==> src/rtl/horner_pkt_tx.sv <==
// Frames one engine packet: three matrix-row beats from latched coefficients,
// then vec_count forwarded upstream vector beats with tlast on the final one.
//
// state | meaning
// IDLE  | waiting for start with a non-zero vector count
// MAT   | emitting matrix rows 0..2 from the latched coefficients
// VEC   | forwarding upstream beats until the counted last beat handshakes
// DONE  | one-cycle done pulse, then back to IDLE
module horner_pkt_tx #(
   parameter int DATA_WIDTH = 16,
   parameter int LANES      = 4,
   parameter int CNT_WIDTH  = 16,
   parameter int W_INSERT   = 0
) (
   input  logic                        aclk,
   input  logic                        aresetn,
   input  logic                        start,
   input  logic [CNT_WIDTH-1:0]        vec_count,
   input  logic [12*DATA_WIDTH-1:0]    mat_coef,
   output logic                        busy,
   output logic                        done,
   input  logic [LANES*DATA_WIDTH-1:0] s_axis_tdata,
   input  logic                        s_axis_tvalid,
   output logic                        s_axis_tready,
   output logic [LANES*DATA_WIDTH-1:0] m00_axis_tdata,
   output logic                        m00_axis_tvalid,
   input  logic                        m00_axis_tready,
   output logic                        m00_axis_tlast
);

   localparam int BW = LANES * DATA_WIDTH;
   localparam int CW = 12 * DATA_WIDTH;

   typedef enum logic [1:0] {IDLE, MAT, VEC, DONE} state_t;

   state_t               state_q, state_d;
   logic [1:0]           row_q, row_d;
   logic [CNT_WIDTH-1:0] rem_q, rem_d;
   logic [CW-1:0]        coef_q, coef_d;
   logic [BW-1:0]        tdata_q, tdata_d;
   logic                 tvalid_q, tvalid_d;
   logic                 tlast_q, tlast_d;
   logic                 busy_q, busy_d;
   logic                 done_q, done_d;

   logic                 out_free;
   logic                 m_hs;
   logic                 s_rdy;
   logic                 s_hs;
   logic [BW-1:0]        fwd_beat;
   logic [BW-1:0]        row_beat;

   always_comb begin
      out_free = !tvalid_q || m00_axis_tready;
      m_hs     = tvalid_q && m00_axis_tready;
      s_rdy    = (state_q == VEC) && (rem_q != '0) && out_free;
      s_hs     = s_axis_tvalid && s_rdy;

      // Lane 3 carries the homogeneous w term when insertion is enabled.
      fwd_beat = s_axis_tdata;
      if (W_INSERT != 0) begin
         fwd_beat[4*DATA_WIDTH-1:3*DATA_WIDTH] = DATA_WIDTH'(1);
      end

      case (row_q)
         2'd1:    row_beat = coef_q[BW +: BW];
         2'd2:    row_beat = coef_q[2*BW +: BW];
         default: row_beat = coef_q[0 +: BW];
      endcase
   end

   always_comb begin
      state_d  = state_q;
      row_d    = row_q;
      rem_d    = rem_q;
      coef_d   = coef_q;
      tdata_d  = tdata_q;
      tvalid_d = tvalid_q;
      tlast_d  = tlast_q;
      busy_d   = busy_q;
      done_d   = 1'b0;

      case (state_q)
         IDLE: begin
            if (start && (vec_count != '0)) begin
               coef_d   = mat_coef;
               rem_d    = vec_count;
               tdata_d  = mat_coef[0 +: BW];
               tvalid_d = 1'b1;
               tlast_d  = 1'b0;
               row_d    = 2'd1;
               busy_d   = 1'b1;
               state_d  = MAT;
            end
         end
         MAT: begin
            // row_q is the next row to load; 3 means row 2 is the beat on the bus.
            if (row_q != 2'd3) begin
               if (out_free) begin
                  tdata_d  = row_beat;
                  tvalid_d = 1'b1;
                  row_d    = row_q + 2'd1;
               end
            end else if (m_hs) begin
               tvalid_d = 1'b0;
               state_d  = VEC;
            end
         end
         VEC: begin
            if (s_hs) begin
               tdata_d  = fwd_beat;
               tvalid_d = 1'b1;
               tlast_d  = (rem_q == CNT_WIDTH'(1));
               rem_d    = rem_q - CNT_WIDTH'(1);
            end else if (m_hs) begin
               tvalid_d = 1'b0;
               tlast_d  = 1'b0;
               if (tlast_q) begin
                  busy_d  = 1'b0;
                  done_d  = 1'b1;
                  state_d = DONE;
               end
            end
         end
         DONE: begin
            state_d = IDLE;
         end
         default: begin
            state_d = IDLE;
         end
      endcase
   end

   always_ff @(posedge aclk or negedge aresetn) begin
      if (!aresetn) begin
         state_q  <= IDLE;
         row_q    <= '0;
         rem_q    <= '0;
         coef_q   <= '0;
         tdata_q  <= '0;
         tvalid_q <= 1'b0;
         tlast_q  <= 1'b0;
         busy_q   <= 1'b0;
         done_q   <= 1'b0;
      end else begin
         state_q  <= state_d;
         row_q    <= row_d;
         rem_q    <= rem_d;
         coef_q   <= coef_d;
         tdata_q  <= tdata_d;
         tvalid_q <= tvalid_d;
         tlast_q  <= tlast_d;
         busy_q   <= busy_d;
         done_q   <= done_d;
      end
   end

   assign busy            = busy_q;
   assign done            = done_q;
   assign s_axis_tready   = s_rdy;
   assign m00_axis_tdata  = tdata_q;
   assign m00_axis_tvalid = tvalid_q;
   assign m00_axis_tlast  = tlast_q;

endmodule
==> config.mk <==
export PLATFORM = sky130hd
export DESIGN_NAME = horner_pkt_tx
export DESIGN_NICKNAME = d
export VERILOG_FILES = /design/src/rtl/horner_pkt_tx.sv
export SDC_FILE = /design/constraint.sdc
export NUM_CORES = 1
export LEC_CHECK = 0
export CAP_MARGIN = 20
export CORE_MARGIN = 5
export CORE_UTILIZATION = 54
export DETAILED_ROUTE_END_ITERATION = 16
export GPL_TIMING_DRIVEN = 0
export PLACE_DENSITY = 0.87
export SYNTH_ARGS = -nofsm -noshare
export SYNTH_HDL_FRONTEND = slang
export SYNTH_SLANG_ARGS = --single-unit
==> constraint.sdc <==
create_clock -name aclk -period 4.26 [get_ports aclk]
set_clock_uncertainty 0.15 [all_clocks]
set_input_delay 0.852 -clock aclk [delete_from_list [all_inputs] [get_ports aclk]]
set_output_delay 0.852 -clock aclk [all_outputs]
set_load 0.02 [all_outputs]
### After elaboration in Yosys (flattened, before gate mapping)

Cells that the tools add are included.
W data, S select, Z words.

| storage, ports and cells | value |
|---|---|
| flip-flop bits (word level) | 280 |
| bits of input ports | 277 |
| output and inout bits | 69 |
| logic and storage cells | 87 |

| cells by class | value |
|---|---|
| $add $sub $neg | 2 |
| eq/ne operators | 18 |
| multiplexer cells | 37 |
| reductions and logical operators | 21 |

Operators with widths:

| operator | count |
|---|---|
| $mux W64 | 4 |
| $pmux W64 S3 | 1 |
| $pmux W64 S2 | 1 |
| $mux W16 | 2 |
| $pmux W16 S2 | 1 |
| $reduce_bool A16 Y1 | 2 |
| $ne A2 B2 Y1 const B | 10 |
| $eq A16 B1 Y1 const B | 1 |
| $mux W2 | 8 |
| $sub A16 B1 Y16 const B | 1 |
| $mux W1 | 15 |
| $reduce_and A5 Y1 | 2 |
| $reduce_and A3 Y1 | 3 |
| $pmux W2 S4 | 1 |
| $eq A2 B2 Y1 const B | 3 |
| $ne A3 B3 Y1 const B | 2 |
| $reduce_and A6 Y1 | 1 |
| $logic_and A1 B1 Y1 | 5 |
| $eq A2 B1 Y1 const B | 2 |
| $pmux W1 S2 | 2 |
| $pmux W2 S2 | 1 |
| $reduce_and A4 Y1 | 1 |
| $reduce_bool A2 Y1 | 2 |
| $pmux W1 S3 | 1 |
| other kinds (6) | 6 |

### Depth between registers and ports, before layout

Gate-level depths: netlist of run 1.

| depth | value |
|---|---|
| depth in word-level cells | 6 |
| depth in mapped cells | 10 |
| mapped depth without buffers | 7 |

### Worst setup path before layout of run 1

OpenSTA, ideal clock, no wires.

| timing path | value |
|---|---|
| kind | register -> output |
| start | register state_q[0] |
| end | output port s_axis_tready |
| arrival time | 1.989 ns |
| required time | 3.258 ns |
| slack | 1.269 ns |
| stages on the path, launching flop included | 8 |
| buffers on the path | 4 |
| path through | dfrtp_1 -> inv_1 -> ha_1 -> clkbuf_1 -> clkbuf_1 -> clkbuf_1 -> clkbuf_1 -> and3_1 |

| on the way | value |
|---|---|
| word-level cells in the longest chain between the ends | 3 |

Ends and longest elaborated chain:

| element | RTL line | text |
|---|---|---|
| start, declared | 36 | `state_t state_q, state_d;` |
| start signal, assigned | 146 | `state_q <= state_d;` |
| $eq A2 B2 Y1 | 56 | `s_rdy = (state_q == VEC) && (rem_q != '0) && out_free;` |
| $logic_and A1 B1 Y1 (2 in series) | 56 |  |
| end, declared | 24 | `output logic s_axis_tready,` |

Every way passes these cells.

### Worst setup path in the final report of run 1

Same ends and word-level chain as after synthesis.

==> impl_results.md, run 1 <==
- Outcome: finished, final reports clean
- Setup repair bufs after CTS: 0
- Synth cell types: 61
- Die Y: 170 µm
- Syn Nets: 1481
- DR vias/cell: 6.07
- Nets: 1858
- Via count: 11.7k
- Vias in the first global route: 12.0k
- CP Data Required Time: 3.26 ns
- Starting Density: 0.550
- Residual DRC: 0
- Ys flop type: dfrtp_1
- Cells after Synth: 1193
- Avg Synthesized Cell Area: 11.6 µm²
- Final hold slack: 0.0710 ns
- Crit path launch type: flop
- Total die area: 29000 µm²
- First-pass GRT wire length: 68.9 mm
- Crit share post-route: 0.975
- GRT Resource Usage Total: 0.303
- WS Path Type: flop to output port
- Highest fanout seen on the critical path: 19
- RSZ-0062 raised after global routing: false
- Avg WL per Cell: 23.8 µm
- DRC marker count from the first detailed-route iteration: 1213
- ANT nets after route: 0
- F_max: 241 MHz
- Pins over their slew limit: 0
- Synth warnings: 0
- Pwr dens: 852 nW/µm²
- Hold WC Path Type: primary input to asynchronous set/reset pin
- Ys async rst share: 1.00
- Core area: 25300 µm²
- Post-synth EDFFs: 0
- Hold-fix buffers at CTS: 0
- Area delta synth->final: 35.0%
- Final GP Congestion: 0.928
- Final hold violations: 0
- IO Pins: 346
- Post-DP Area: 17800 µm²
- Die W: 170 µm
- Clk_lat worst skew: 0.57 ns
- Netlist Area Pre-Place: 13900 µm²
- Seq/Total Area, Yosys: 0.504
- Finished layout cell area: 18800 µm²
- Max H-tree Level: 1
- Port bufs: 345
- Post-Route WL: 45.8 mm
- Clk slew on worst S/H paths: 0.06 ns
- Initial antenna violation count: 9
- Leak: 7.80 nW
- DR pass1 iterations: 6
- Critical Path AT: 3.15 ns
- # Max-Cap Violations: 0
- Maximum VDD drop: 0.424 mV
- Rows: 58
- Global route overflow: 0
- Clock Path Buffers: 3
- Worst Setup End Kind: output port
- Sink Count: 280
- Headroom to the max-slew limit: 0.439
- Post-DP HPWL: 33.7 mm
- CTS buffer count: 30
- Worst Max-Slew Pin Slew: 0.842 ns
- Final setup vio count: 0
- Fraction of layout cells with a size suffix above 1: 0.216
- CTS tree: built
- Root buffer cell: clkbuf_16
- Design Power: 16.0 mW
- FF+latch count, synth: 280
- Largest net degree at the start of global routing: 113
- Min Tclk post-route: 4.15 ns
## layout by cell type (no fill, tap or decap), types with 2 or more instances in the layout
cell type,count
inv_1,10
clkbuf_8,5
o2bb2a_1,3
ha_1,11
dfrtp_1,280
nand2b_1,3
and3_1,2
a31oi_1,6
a2bb2oi_1,2
clkbuf_16,30
nand4_1,3
diode_2,11
nand3_1,9
buf_1,4
and2_1,2
o21ai_0,76
mux2i_1,4
or4_1,2
a221oi_1,2
o22ai_1,4
mux2_2,197
buf_2,22
a22oi_1,128
nand2_1,80
a21oi_1,76
or3_1,4
buf_16,2
and4_1,3
clkbuf_1,66
a41oi_1,3
nor4_1,8
nor3_1,4
buf_12,6
o22a_1,3
clkdlybuf4s50_1,344
nor2b_1,2
o31ai_1,4
mux2_4,60
nor2_1,79
clkinv_2,4
## through the flow
stage	setup TNS, ns	cells	setup slack, ns	util
after global routing	0	1923	0.0129	0.742
after global placement	-2741.36	1868	-9.83	0.703
final	0	1926	0.106	0.743
after detailed placement	-0.219	1870	-0.219	0.706
after CTS	0	1915	0.129	0.742
after floorplan	0	1193	1.27	-
## cell families (layout without fill, tap and decap cells)
group                    Yosys count  in the layout  synth area share
AO/OA/AOI/OAI                    321            321             0.149
flip-flops                       280            280             0.504
multiplexers                     262            262             0.228
AND/OR/NAND/NOR                  211            211            0.0703
buffers and inverters            108            500            0.0387
adder cells (fa/ha/maj)           11             11           0.00991
other                              0             11                 0
## cells in the mapped netlist (all sizes together), types with 4 or more instances
| master | n | area (µm²) |
|---|---|---|
| o21ai | 76 | 380 |
| o22ai | 4 | 25.0 |
| buf | 33 | 257 |
| a22oi | 128 | 961 |
| nor4 | 10 | 83.8 |
| o31ai | 4 | 30.0 |
| dfrtp | 280 | 7010 |
| inv | 10 | 37.5 |
| clkbuf | 64 | 240 |
| a21oi | 77 | 389 |
| a31oi | 6 | 37.5 |
| or3 | 4 | 25.0 |
| mux2i | 4 | 40.0 |
| nand2 | 80 | 300 |
| mux2 | 258 | 3130 |
| nand3 | 9 | 45.0 |
| nand4 | 4 | 31.3 |
| nor3 | 6 | 46.3 |
| ha | 11 | 138 |
| nor2 | 79 | 297 |
## critical path, stage by stage, from the launching register on
cell	delay [ns]
dfrtp_1	0.40
inv_1	0.13
ha_1	0.48
clkbuf_4	0.42
clkbuf_2	0.33
and3_1	0.20
clkdlybuf4s50_1	0.60
## routing by layer
metal,track usage,vias up,routed length [µm]
met5,0,-,13
met4,0.132,2,2280
met3,0.0578,134,3590
met2,0.481,608,21500
met1,0.410,5809,18400
li1,-,5134,-
## flip-flops by register name (all words and copies together) (netlist names)
signal	count
m00_axis_tlast	1
state_q	2
busy	1
m00_axis_tdata	64
row_q	2
coef_q	192
done	1
rem_q	16
m00_axis_tvalid	1
## cell type report
cell class / instances / area [µm²]
Inverter: 11 / 41.3
Antenna cell: 11 / 27.5
Timing Repair Buffer: 347 / 3510
Tap cell: 330 / 413
Sequential cell: 280 / 7010
Clock buffer: 41 / 842
Fill cell: 1722 / 6500
Clock inverter: 6 / 66.3
Multi-Input combinational cell: 805 / 6350
Buffer: 95 / 494
## where the power goes
| group | internal, mW | switching (mW) | total, mW |
|---|---|---|---|
| combinational | 4.19 | 4.36 | 8.55 |
| sequential | 4.07 | 0.869 | 4.94 |
| clock | 1.42 | 1.06 | 2.48 |
## worst paths after layout
check / from / to / slack, ns / depth (start not counted)
hold / removal: aresetn / rem_q[7] / 0.07 / 1
setup reg to reg: row_q[0] / m00_axis_tdata[3] / 1.04 / 9
max in group asynchronous: aresetn / coef_q[102] / 2.45 / 3
hold reg to reg: coef_q[105] / coef_q[105] / 0.35 / 1
min in group aclk: coef_q[105] / coef_q[105] / 0.35 / 1
setup / recovery: state_q[0] / s_axis_tready / 0.11 / 6
## what timing repair did
item                                    in CTS  in global routing
gates resized for setup                      3                  0
endpoints found under the setup margin       1                  0
endpoints found under the hold margin        0                  0
Note: power is estimated with default switching activity, not from simulation.
==> run 2, diff against run 1 <==
--- a/config.mk
+++ b/config.mk
@@ -7,10 +7,10 @@
 export LEC_CHECK = 0
 export CAP_MARGIN = 20
 export CORE_MARGIN = 5
-export CORE_UTILIZATION = 54
+export CORE_UTILIZATION = 50
 export DETAILED_ROUTE_END_ITERATION = 16
 export GPL_TIMING_DRIVEN = 0
-export PLACE_DENSITY = 0.87
+export PLACE_DENSITY = 0.81
 export SYNTH_ARGS = -nofsm -noshare
 export SYNTH_HDL_FRONTEND = slang
 export SYNTH_SLANG_ARGS = --single-unit
==> constraint.sdc (replaced) <==
create_clock -name aclk -period 4.4 [get_ports aclk]
set_clock_uncertainty 0.15 [all_clocks]
set_input_delay 0.88 -clock aclk [delete_from_list [all_inputs] [get_ports aclk]]
set_output_delay 0.88 -clock aclk [all_outputs]
set_load 0.02 [all_outputs]
==> impl_results.md, run 2 (synthesis gave the netlist of run 1 again) <==
- Highest fanout seen on the critical path: 10
- F_max: 242 MHz
- Pwr dens: 830 nW/µm²
- Clk_lat worst skew: 0.56 ns
- CTS buffer count: 31
- Max H-tree Level: 1
- Max reg flops: 192
- Crit share post-route: 0.940
- Largest net degree at the start of global routing: 124
- Post-DP Area: 17900 µm²
- Sink Count: 280
- GRT Resource Usage Total: 0.281
- Pins over their slew limit: 0
- Crit-path slowest cell: clkdlybuf4s50_1
- Hold WC Path Type: primary input to asynchronous set/reset pin
- Area delta synth->final: 36.4%
- Headroom to the max-slew limit: 0.453
- FF-to-FF setup slack: 1.19 ns
- Core area: 27600 µm²
- Critical path's largest stage delay: 0.55 ns
- Post-Route WL: 45.4 mm
- Setup repair bufs after CTS: 0
- Nets: 1858
- Via count: 11.6k
- Finished layout cell area: 19000 µm²
- Total die area: 31200 µm²
- Maximum VDD drop: 0.368 mV
- Clock Path Buffers: 3
- Final worst slack: 0.265 ns
- Cells along the critical path: inv_1, ha_1, nor4b_2, nand4_2, clkbuf_1, and3_1, clkdlybuf4s50_1
- Rows: 61
- Final GP Congestion: 0.929
- Clk slew on worst S/H paths: 0.07 ns
- Starting Density: 0.503
- Worst slack at placement: -0.153 ns
- DR vias/cell: 5.85
- RSZ-0062 raised after global routing: false
- First-pass GRT wire length: 68.9 mm
- Min Tclk post-route: 4.13 ns
- Commonest cells after routing, fill and taps aside: clkdlybuf4s50_1 (344), dfrtp_1 (280), mux2_2 (197)
- Root buffer cell: clkbuf_16
- Final hold violations: 0
- Initial antenna violation count: 6
- Design Power: 15.7 mW
- CP Data Required Time: 3.37 ns
- Final setup vio count: 0
- Outcome: finished, final reports clean
- # Max-Cap Violations: 0
- Critical Path AT: 3.10 ns
- Global route overflow: 0
- Placed insts: 1918
- Vias in the first global route: 11.8k
- Post-DP HPWL: 33.6 mm
- Worst Setup End Kind: output port
- Residual DRC: 0
- WS Path Type: flop to output port
- Die W: 177 µm
- Final Instance Count excl. Fillers: 1976
- IO Pins: 346
- Largest reg by FF count: coef_q
- Reg2Reg Depth: 9
- Avg WL per Cell: 23.0 µm
- Reg2reg start: row_q[0]
- FF-to-FF End: m00_axis_tdata[1]
- DRC marker count from the first detailed-route iteration: 1030
- DR pass1 iterations: 6
- Worst Max-Slew Pin Slew: 0.821 ns
- Fraction of layout cells with a size suffix above 1: 0.221
- Die Y: 177 µm
- Port bufs: 345
- ANT nets after route: 0
- Most common cell after layout, fill and taps aside: clkdlybuf4s50_1
- Leak: 7.86 nW
- Fillers: 2051
- CTS tree: built
- Crit path launch type: flop
-- run 2: cell types whose count changed in the layout (fill, tap and decap cells not counted), moves of 2 or more --
cell / change
bufinv_16: +4
clkbuf_8: -2
clkinv_4: +2
clkinvlp_4: +4
diode_2: -6
inv_6: +2
-- run 2: per-layer routing --
layer  share of wire  vias up  GRT usage  routed length (µm)
met5         0.00015        -          0                   7
met3           0.072       97     0.0498                3290
met2            0.48      544      0.455               21600
li1                -     5135          -                   -
met4           0.040        2     0.0990                1800
met1            0.41     5777      0.385               18700
-- run 2: where the power goes --
group,switching (mW),internal [mW]
Combinational,4.20,4.06
Clock,1.08,1.64
Sequential,0.823,3.94
Total,6.11,9.63
-- run 2: final cells by class --
| class | instances | area, µm² | share of cell area |
|---|---|---|---|
| timing repair buffer | 347 | 3510 | 0.185 |
| multi-input combinational | 805 | 6350 | 0.335 |
| clock buffer | 39 | 836 | 0.0441 |
| sequential | 280 | 7010 | 0.370 |
| tap | 378 | 473 | 0.0249 |
| buffer | 94 | 489 | 0.0258 |
| clock inverter | 17 | 235 | 0.0124 |
| inverter | 11 | 41.3 | 0.00218 |
| antenna | 5 | 12.5 | 0.000660 |
-- run 2: what timing repair did --
item / 4_1_cts / 5_1_grt
hold buffers: 0 / 0
setup endpoints to repair: 1 / 1
resized for setup: 2 / 0
-- run 2: worst max-delay path, delay by kind of cell (launching register included) --
family / cells / cell delay (ns)
buffers and inverters: 3 / 0.99
flip-flops: 1 / 0.46
AND/OR/NAND/NOR: 3 / 0.90
adder cells (fa/ha/maj): 1 / 0.19
-- run 2: worst max-delay path by stage --
| stage | endpoint | cells past startpoint | from | slack, ns |
|---|---|---|---|---|
| after floorplan | s_axis_tready | 7 | state_q[0] | 1.38 |
| after global placement | m00_axis_tdata[37] | 1 | aresetn | -9.72 |
| after detailed placement | s_axis_tready | 8 | state_q[0] | -0.15 |
| after CTS | s_axis_tready | 6 | state_q[0] | 0.009 |
| after global routing | s_axis_tready | 7 | rem_q[0] | 0.15 |
| final | s_axis_tready | 7 | rem_q[0] | 0.27 |
-- run 2: metrics by stage --
step	hold slack, ns	utilization	TNS (ns)
finish	0.0345	0.686	0
global route	0.0339	0.686	0
CTS	0.0332	0.686	0
detailed placement	0.343	0.647	-0.153
global placement	0.337	0.645	-2712.50
floorplan	0.329	-	0
